## config.mk

```make
export PLATFORM = sky130hd
export DESIGN_NAME = multicycle_controller
export DESIGN_NICKNAME = d
export VERILOG_FILES = /design/src/rtl/multicycle_controller.sv
export SDC_FILE = /design/constraint.sdc
export NUM_CORES = 1
export LEC_CHECK = 0
export BUFFER_PORTS_ARGS = -buffer_cell sky130_fd_sc_hd__clkbuf_2
export CAP_MARGIN = 20
export CORE_UTILIZATION = 48
export CTS_BUF_LIST = sky130_fd_sc_hd__clkbuf_8
export CTS_CLUSTER_SIZE = 28
export DETAILED_ROUTE_END_ITERATION = 8
export PLACE_DENSITY = 0.78
export RECOVER_POWER = 25
export SLEW_MARGIN = 20
export SYNTH_ARGS = -nofsm -noshare
export SYNTH_HDL_FRONTEND = slang
export SYNTH_SLANG_ARGS = --single-unit
```

## constraint.sdc

```tcl
create_clock -name clk -period 1.5 [get_ports clk]
set_input_delay 0.3 -clock clk [delete_from_list [all_inputs] [get_ports clk]]
set_output_delay 0.3 -clock clk [all_outputs]
set_load 0.02 [all_outputs]
```

## src/rtl/multicycle_controller.sv

```systemverilog
// Moore control FSM for the multicycle RV32I core; drives the ALU, operand muxes and write enables.
// Build option: MULTICYCLE_CTRL_BNE_EN lets the BEQ state also resolve bne (funct3 = 001).
module multicycle_controller (
    input  logic       clk,
    input  logic       reset_n,
    input  logic [6:0] op,
    input  logic [2:0] funct3,
    input  logic       funct7b5,
    input  logic       zero,
    output logic       pcwrite,
    output logic       adrsrc,
    output logic       memwrite,
    output logic       irwrite,
    output logic       regwrite,
    output logic [1:0] resultsrc,
    output logic [1:0] alusrca,
    output logic [1:0] alusrcb,
    output logic [1:0] immsrc,
    output logic [2:0] alucontrol,
    output logic       illegal
);

    typedef enum logic [3:0] {
        S_FETCH, S_DECODE, S_MEMADR, S_MEMREAD, S_MEMWB, S_MEMWRITE,
        S_EXECR, S_EXECI, S_ALUWB, S_JAL, S_BEQ, S_ILLEGAL
    } state_t;

    typedef enum logic [1:0] {
        AOP_ADD   = 2'b00,
        AOP_SUB   = 2'b01,
        AOP_FUNCT = 2'b10
    } aluop_t;

    typedef struct packed {
        logic       adrsrc;
        logic       memwrite;
        logic       irwrite;
        logic       regwrite;
        logic [1:0] resultsrc;
        logic [1:0] alusrca;
        logic [1:0] alusrcb;
        aluop_t     aluop;
        logic       pcupdate;
        logic       branch;
        logic       illegal;
    } ctrl_t;

    localparam logic [6:0] OP_LW   = 7'b0000011;
    localparam logic [6:0] OP_SW   = 7'b0100011;
    localparam logic [6:0] OP_R    = 7'b0110011;
    localparam logic [6:0] OP_I    = 7'b0010011;
    localparam logic [6:0] OP_JAL  = 7'b1101111;
    localparam logic [6:0] OP_BEQ  = 7'b1100011;

    // Control word is registered alongside the state, so it always reflects the current state.
    function automatic ctrl_t ctrl_for(input state_t s);
        ctrl_t c;
        c = '0;
        case (s)
            S_FETCH: begin
                c.irwrite   = 1'b1;
                c.alusrcb   = 2'b10;
                c.resultsrc = 2'b10;
                c.pcupdate  = 1'b1;
            end
            S_DECODE: begin
                c.alusrca = 2'b01;
                c.alusrcb = 2'b01;
            end
            S_MEMADR: begin
                c.alusrca = 2'b10;
                c.alusrcb = 2'b01;
            end
            S_MEMREAD:  c.adrsrc = 1'b1;
            S_MEMWB: begin
                c.resultsrc = 2'b01;
                c.regwrite  = 1'b1;
            end
            S_MEMWRITE: begin
                c.adrsrc   = 1'b1;
                c.memwrite = 1'b1;
            end
            S_EXECR: begin
                c.alusrca = 2'b10;
                c.aluop   = AOP_FUNCT;
            end
            S_EXECI: begin
                c.alusrca = 2'b10;
                c.alusrcb = 2'b01;
                c.aluop   = AOP_FUNCT;
            end
            S_ALUWB:    c.regwrite = 1'b1;
            S_JAL: begin
                c.alusrca  = 2'b01;
                c.alusrcb  = 2'b10;
                c.pcupdate = 1'b1;
            end
            S_BEQ: begin
                c.alusrca = 2'b10;
                c.aluop   = AOP_SUB;
                c.branch  = 1'b1;
            end
            S_ILLEGAL:  c.illegal = 1'b1;
            default:    c = '0;
        endcase
        return c;
    endfunction

    state_t r_state;
    state_t w_next;
    ctrl_t  r_ctrl;
    logic   w_taken;

    always_comb begin
        w_next = S_FETCH;
        case (r_state)
            S_FETCH:  w_next = S_DECODE;
            S_DECODE: begin
                case (op)
                    OP_LW, OP_SW: w_next = S_MEMADR;
                    OP_R:         w_next = S_EXECR;
                    OP_I:         w_next = S_EXECI;
                    OP_JAL:       w_next = S_JAL;
                    OP_BEQ:       w_next = S_BEQ;
                    default:      w_next = S_ILLEGAL;
                endcase
            end
            S_MEMADR:   w_next = op[5] ? S_MEMWRITE : S_MEMREAD;
            S_MEMREAD:  w_next = S_MEMWB;
            S_MEMWB:    w_next = S_FETCH;
            S_MEMWRITE: w_next = S_FETCH;
            S_EXECR:    w_next = S_ALUWB;
            S_EXECI:    w_next = S_ALUWB;
            S_ALUWB:    w_next = S_FETCH;
            S_JAL:      w_next = S_ALUWB;
            S_BEQ:      w_next = S_FETCH;
            S_ILLEGAL:  w_next = S_ILLEGAL;
            default:    w_next = S_FETCH;
        endcase
    end

    always_ff @(posedge clk or negedge reset_n) begin
        if (!reset_n) begin
            r_state <= S_FETCH;
            r_ctrl  <= ctrl_for(S_FETCH);
        end else begin
            r_state <= w_next;
            r_ctrl  <= ctrl_for(w_next);
        end
    end

`ifdef MULTICYCLE_CTRL_BNE_EN
    assign w_taken = zero ^ funct3[0];
`else
    assign w_taken = zero;
`endif

    // Enables are gated by reset_n so nothing is written while reset is held.
    assign pcwrite   = reset_n & (r_ctrl.pcupdate | (r_ctrl.branch & w_taken));
    assign memwrite  = reset_n & r_ctrl.memwrite;
    assign irwrite   = reset_n & r_ctrl.irwrite;
    assign regwrite  = reset_n & r_ctrl.regwrite;
    assign illegal   = reset_n & r_ctrl.illegal;
    assign adrsrc    = r_ctrl.adrsrc;
    assign resultsrc = r_ctrl.resultsrc;
    assign alusrca   = r_ctrl.alusrca;
    assign alusrcb   = r_ctrl.alusrcb;

    always_comb begin
        immsrc = 2'b00;
        case (op)
            OP_SW:   immsrc = 2'b01;
            OP_BEQ:  immsrc = 2'b10;
            OP_JAL:  immsrc = 2'b11;
            default: immsrc = 2'b00;
        endcase
    end

    always_comb begin
        alucontrol = 3'b010;
        case (r_ctrl.aluop)
            AOP_ADD: alucontrol = 3'b010;
            AOP_SUB: alucontrol = 3'b110;
            AOP_FUNCT: begin
                case (funct3)
                    3'b000:  alucontrol = (funct7b5 & op[5]) ? 3'b110 : 3'b010;
                    3'b010:  alucontrol = 3'b111;
                    3'b110:  alucontrol = 3'b001;
                    3'b111:  alucontrol = 3'b000;
                    default: alucontrol = 3'b010;
                endcase
            end
            default: alucontrol = 3'b010;
        endcase
    end

endmodule

```

Word level (Yosys, flattened, before mapping)
Index checks and enable logic that the tools add are counted.
Storage, ports and cells
  register bits after elaboration: 19
  output and inout port bits: 17
  word-level logic and storage cells: 79
Cells by class
  equality and inequality tests: 29
  muxes and demuxes: 18
  bitwise operators: 8
  reductions and logical operators: 12
Operator list (number)
  $eq A4 B3 Y1 const B: 6
  $eq A4 B4 Y1 const B: 6
  $pmux W4 S6: 1
  $pmux W4 S5: 1
  $eq A4 B2 Y1 const B: 4
  $pmux W2 S2: 4
  $eq A7 B6 Y1 const B: 2
  $eq A7 B7 Y1 const B: 2
  $pmux W3 S4: 1
  $reduce_or A2 Y1: 6
  $eq A4 B1 Y1 const B: 2
  $logic_not A4 Y1: 2
  $and A1 B1 Y1: 7
  $eq A7 B2 Y1 const B: 1
  $eq A7 B5 Y1 const B: 1
  $mux W1: 7
  $eq A3 B3 Y1 const B: 2
  $mux W3: 2
  $pmux W2 S3: 1
  $pmux W3 S2: 1
  $reduce_or A3 Y1: 2
  $reduce_or A4 Y1: 1
  $eq A3 B2 Y1 const B: 1
  $logic_not A3 Y1: 1
  3 further kinds: 3

Longest topological paths before layout
Gate-level depths: netlist (run 1).
  depth in word-level cells: 7
  gate-level depth with buffers: 7

Worst setup path after synthesis (run 1)
OpenSTA, ideal clock, no wires.
  path type: input-to-output
  from: input op[3]
  to: output immsrc[0]
  arrival time: 1.138 ns
  required time: 1.200 ns
  path slack: 0.062 ns
  cell stages on the path: 2
  buffers on the path: 0
  path through: or3_2 -> a21oi_1
On the way
  longest elaborated chain between the ends: 2
RTL lines
  start: declaration: line 6  | input logic [6:0] op,
  $eq A7 B7 Y1 / $eq A7 B6 Y1 (equally long branches): line 171  | case (op)
  $pmux W2 S3 *: line 171
  end: declaration: line 18  | output logic [1:0] immsrc,
Mark *: on every way between the ends. The rest lies on a longest branch, timed or not.

Final worst setup path (run 1)
  from: register r_ctrl[3] (netlist bit)
  to: output alucontrol[1]
On the way
  longest elaborated chain between the ends: 2
RTL lines
  start: declaration: line 111  | ctrl_t r_ctrl;
  start signal: assignment: line 145  | r_ctrl <= ctrl_for(S_FETCH);
  start signal: assignment: line 148  | r_ctrl <= ctrl_for(w_next);
  $eq A2 B2 Y1 / $eq A2 B1 Y1 (equally long branches): line 181  | case (r_ctrl.aluop)
  $pmux W3 S2 *: line 181
  end: declaration: line 19  | output logic [2:0] alucontrol,
Marks and branches as above.

==> results.yml, run 1 <==
sta:
  hold_ws_ns: 0.203
  fmax_mhz: 609
  rsz0062_at_grt: "true"
  hold_violations: 0
  worst_slew_pin_slew_ns: 0.353
  period_minus_slack_ns: 1.64
  tns_ns: -0.257
  fin_crit_sh: 1.09
  fin_ws_ns: -0.142
  slew_violations: 0
  setup_viol: 2
  skew_ns: 0.00307
  max_slew_margin: 0.765
power:
  power_leakage_nw: 0.629
  powerDensity_nw_per_um2: 1880
  power_mw: 2.58
  peakVddDrop_mv: 1.64
route:
  first_pass_iters: 4
  dr_total_vias: 828
  drtAntennaViolNets: 0
  drc_errors: 0
  first_iter_violations: 5
  finalWirelength_mm: 2.10
  wire_per_inst_um: 13.1
  viasPerCell: 5.18
layout:
  stdcell_area_um2: 1370
  drive_gt1_frac: 0.549
  area_growth_pct: 31.7
  antenna_cells: 0
  num-nets-final: 150
  num-fill-cells: 152
logic_synthesis:
  synthTopCellsByArea: "dfrtp_1, buf_4, dfstp_2"
  synth.avg_cell_area_um2: 10.9
  synthesis.nets: 112
  yosysTopAreaCell: "dfrtp_1"
  ys_seq_elements: 17
  synth_top_area_frac: 0.360
  ys_warn_count: 0
  netlist_area_um2: 1040
  synth_edf_count: 0
  ys.flop_type: "dfrtp_1"
  syn_inst: 96
  synth_cell_types: 42
  yosysSeqAreaShare: 0.410
  synth-async-reset-ratio: 1.00
clock_network:
  h-tree-depth: 1
  cts_root_buf: "clkbuf_8"
  clkLatencyLatePin_ns: 0.25
  numCtsBuffers: 3
  path_clk_slew_ns: 0.06
  cts.sinks: 17
  cts_tree: "built"
  clockBufferDepth: 2
hold_path:
  hold_class: "in -> async"
setup_path:
  path_buf_inv: 2
  path_class: "reg -> out"
  cp_cell_sequence: "inv_2, ha_4, a211o_1, clkbuf_8"
  startpoint_type: "register"
  crit_path_end_kind: "primary output"
  critPathRequiredTime_ns: 1.20
  cpLargestDelayFamily: "flip-flops"
  max_stage_delay_ns: 0.40
  arrival_ns: 1.34
  crit_fanout: 2
  slowest_stage: "dfrtp_1"
die:
  start_util: 0.521
  core_um2: 2000
  die_x_um: 48.6
  rows: 16
  die_h_um: 48.6
  dieArea_um2: 2360
  io_pins: 31
run_status:
  violations: "negative setup slack"
  status: "complete, but fails checks"
global_routing:
  grtUsageMet2: 0.315
  grtUsageMet1: 0.229
  overflow: 0
  grt_pass1_vias: 740
  grt_max_degree: 11
  antenna_found_initial: 0
  grt_util_met3: 0.0597
  groute.usage.overall: 0.184
  grt_first_pass_wirelength_mm: 3.35
  top_usage_layer: "met2"
placed_design:
  placed_area_um2: 1200
  hpwl_mm: 1.45
  dp_slack_ns: -0.00637
  io_buffer_count: 30
  gp_congestion: 0.713
run:
  max_cap_viol_count: 0
[cell type report]
type	count	area, um2	area share
inverters	7	32.5	0.0237
multi-input cells	63	561	0.408
clock buffers	3	41.3	0.0301
well taps	27	33.8	0.0246
clock inverters	1	3.75	0.00273
repair buffers	42	269	0.196
flip-flops and latches	17	433	0.315
[synthesized netlist by cell type (2+ instances only)]
library cell / count
and3_1: 3
dfrtp_1: 15
and2_1: 5
buf_4: 8
inv_1: 4
ha_1: 2
o21ai_2: 2
nand3_1: 3
buf_6: 2
a21oi_1: 6
dfstp_2: 2
nor3_1: 3
nor3_2: 2
nor2_1: 6
nand2_1: 6
[power by group]
| part | switching, mW | internal, mW |
|---|---|---|
| Combinational | 0.791 | 0.659 |
| Clock | 0.143 | 0.181 |
| Sequential | 0.153 | 0.651 |
[flip-flops by register name (all words and copies together) (netlist names)]
name	cells
adrsrc	1
alusrcb	1
r_ctrl	8
alusrca	2
resultsrc	1
r_state	4
[kinds of logic after synthesis]
family                   Yosys count  synth area share
adder cells (fa/ha/maj)            3            0.0348
flip-flops                        17             0.410
AND/OR/NAND/NOR                   38             0.258
AO/OA/AOI/OAI                     18             0.158
XOR/XNOR                           1           0.00839
multiplexers                       2            0.0204
buffers and inverters             17             0.110
[placed cells by master, fill, tap and decap left out, types with 3 or more instances in the layout]
| cell | count |
|---|---|
| buf_4 | 8 |
| dfrtp_1 | 11 |
| a21oi_1 | 5 |
| nand2_1 | 6 |
| clkbuf_1 | 3 |
| and3_1 | 3 |
| nand3_1 | 3 |
| clkbuf_2 | 25 |
| o21ai_2 | 3 |
| nor2_1 | 6 |
| inv_1 | 4 |
| clkbuf_8 | 5 |
| dfrtp_2 | 4 |
| and2_1 | 5 |
| nor3_1 | 3 |
[through the flow]
step / cells / utilization
after floorplan: 96 / -
after global placement: 150 / 0.598
after detailed placement: 150 / 0.598
after CTS: 156 / 0.663
after global routing: 160 / 0.686
final: 160 / 0.686
[path summary, 6_finish.rpt]
path,startpoint,endpoint,slack (ns),depth (start not counted)
max in group asynchronous,reset_n,r_ctrl[1],0.64,2
hold / removal,reset_n,r_ctrl[12],0.20,1
min in group clk,op[5],r_ctrl[13],0.37,3
setup reg to reg,r_state[2],alusrcb[0],0.06,5
hold reg to reg,r_state[0],adrsrc,0.58,1
setup / recovery,r_ctrl[3],alucontrol[1],-0.14,4
[layer usage]
| layer | vias up | wire length, um | share of wire |
|---|---|---|---|
| li1 | 400 | - | - |
| met1 | 405 | 941 | 0.45 |
| met2 | 21 | 1060 | 0.50 |
| met3 | 2 | 91 | 0.043 |
| met4 | 0 | 8 | 0.0038 |
| met5 | - | 0 | 0 |
[timing repair]
item                                   CTS  global route
buffers inserted                         1             3
setup endpoints to repair                3             9
pin swaps                                4             3
endpoints found under the hold margin    4             0
hold buffers                             1             0
gates cloned                             0             1
gates resized for setup                 14            10
Note: power is estimated with default switching activity, not from simulation.
==> inputs of run 2 (changes only) <==
--- a/config.mk
+++ b/config.mk
@@ -5,13 +5,12 @@
 export SDC_FILE = /design/constraint.sdc
 export NUM_CORES = 1
 export LEC_CHECK = 0
-export BUFFER_PORTS_ARGS = -buffer_cell sky130_fd_sc_hd__clkbuf_2
 export CAP_MARGIN = 20
-export CORE_UTILIZATION = 48
+export CORE_UTILIZATION = 37
 export CTS_BUF_LIST = sky130_fd_sc_hd__clkbuf_8
 export CTS_CLUSTER_SIZE = 28
 export DETAILED_ROUTE_END_ITERATION = 8
-export PLACE_DENSITY = 0.78
+export DONT_BUFFER_PORTS = 1
 export RECOVER_POWER = 25
 export SLEW_MARGIN = 20
 export SYNTH_ARGS = -nofsm -noshare
==> results.yml, run 2 (synthesis gave the netlist of run 1 again) <==
run_status:
  status: "complete, but fails checks"
  violations: "negative setup slack"
setup_path:
  path_class: "reg -> out"
  slowest_stage: "dfrtp_1"
  path_common_cell: "nor2_1"
  path_buf_inv: 2
  cpLargestDelayFamily: "flip-flops"
  max_stage_delay_ns: 0.39
  startpoint_type: "register"
  crit_path_end_kind: "primary output"
  arrival_ns: 1.33
  cp_cell_sequence: "inv_1, ha_2, nor4b_4, nor2_1, nor2_1, buf_4"
  critPathRequiredTime_ns: 1.20
  crit_fanout: 2
sta:
  rsz0062_at_grt: "true"
  fin_crit_sh: 1.08
  fmax_mhz: 615
  setup_viol: 7
  slew_violations: 0
  max_slew_margin: 0.528
  hold_violations: 0
  period_minus_slack_ns: 1.63
  worst_slew_pin_slew_ns: 0.706
  fin_ws_ns: -0.126
  skew_ns: 0.00483
global_routing:
  grt_first_pass_wirelength_mm: 2.66
  antenna_found_initial: 0
  grt_max_degree: 18
  groute.usage.overall: 0.132
  overflow: 0
  grt_pass1_vias: 611
die:
  dieArea_um2: 3040
  core_um2: 2570
  start_util: 0.406
  die_x_um: 55.1
  rows: 18
  die_h_um: 55.1
  io_pins: 31
clock_network:
  cts.sinks: 17
  h-tree-depth: 1
  cts_root_buf: "clkbuf_8"
  cts_tree: "built"
  numCtsBuffers: 3
  clkLatencyLatePin_ns: 0.25
  clockBufferDepth: 2
  path_clk_slew_ns: 0.06
layout:
  final_util: 0.438
  drive_gt1_frac: 0.367
  multi_input_area_um2: 519
  stdcell_area_um2: 1120
  seq_area_um2: 430
  top_register: "r_ctrl"
  layout_commonest_cell: "dfrtp_1"
  final_cell_mix: "dfrtp_1, nor2_1, nand2_1, a21oi_1"
  area_growth_pct: 7.67
  finalNonFillerCells: 128
  largest_reg_flops: 8
  num-fill-cells: 254
  num-nets-final: 115
  antenna_cells: 0
route:
  viasPerCell: 5.23
  first_iter_violations: 8
  dr_total_vias: 670
  wire_per_inst_um: 13.7
  first_pass_iters: 3
  drtAntennaViolNets: 0
  finalWirelength_mm: 1.75
  drc_errors: 0
placed_design:
  gp_congestion: 0.807
  placedCellCount: 120
  io_buffer_count: 0
  placed_area_um2: 1030
  hpwl_mm: 1.27
hold_path:
  hold_class: "in -> reg"
power:
  powerDensity_nw_per_um2: 2020
  power_leakage_nw: 0.458
  peakVddDrop_mv: 1.23
run:
  max_cap_viol_count: 0
==> run 2: report_power, final <==
part | switching, mW | total, mW | internal [mW]
combinational | 0.563 | 1.04 | 0.475
sequential | 0.249 | 0.899 | 0.649
clock | 0.151 | 0.338 | 0.187
==> run 2: metrics by stage <==
step	setup TNS (ns)	setup slack [ns]	hold WS (ns)	total power [mW]
after detailed placement	0	0.0401	0.00483	1.91
after global routing	-1.35	-0.262	0.175	2.44
final	-0.356	-0.126	0.175	2.27
after CTS	-0.265	-0.145	0.173	2.27
after floorplan	0	0.0620	0.00441	1.89
after global placement	0	0.0554	0.00479	1.89
==> run 2: final timing paths <==
check	to	startpoint	cells past startpoint	slack, ns
setup / recovery	alucontrol[2]	r_ctrl[3]	6	-0.13
hold / removal	r_ctrl[13]	op[5]	2	0.17
setup reg to reg	alusrcb[0]	r_state[3]	5	-0.10
hold reg to reg	adrsrc	r_state[0]	1	0.58
max in group asynchronous	r_state[0]	reset_n	1	0.47
min in group asynchronous	alusrca[1]	reset_n	1	0.54
==> run 2: layout make-up <==
cell class	instances	share of cell area
Sequential cell	17	0.383
Clock inverter	1	0.00668
Tap cell	30	0.0334
Inverter	7	0.0290
Multi-Input combinational cell	62	0.462
Clock buffer	3	0.0367
Timing Repair Buffer	8	0.0490
==> run 2: metal layers <==
layer / wire (um) / part of all wire / track usage / vias to the layer above
met2: 896 / 0.51 / 0.231 / 21
met4: 17 / 0.0097 / 0.0500 / 0
met3: 107 / 0.061 / 0.0574 / 2
li1: - / - / - / 327
met1: 728 / 0.42 / 0.139 / 320
met5: 0 / 0 / 0 / -
==> run 2: worst reg2reg max path: cells and delay by family (launching register included) <==
family	cells	cell delay (ns)
mux	2	0.46
buf+inv	1	0.24
compound gates	2	0.32
flops	1	0.47
==> run 2: timing repair <==
item / in CTS / in global routing
setup endpoints to repair: 2 / 9
endpoints found under the hold margin: 17 / 0
gates resized for setup: 4 / 5
hold buffers: 1 / 0
pin swaps: 2 / 0
setup buffers: 1 / 2
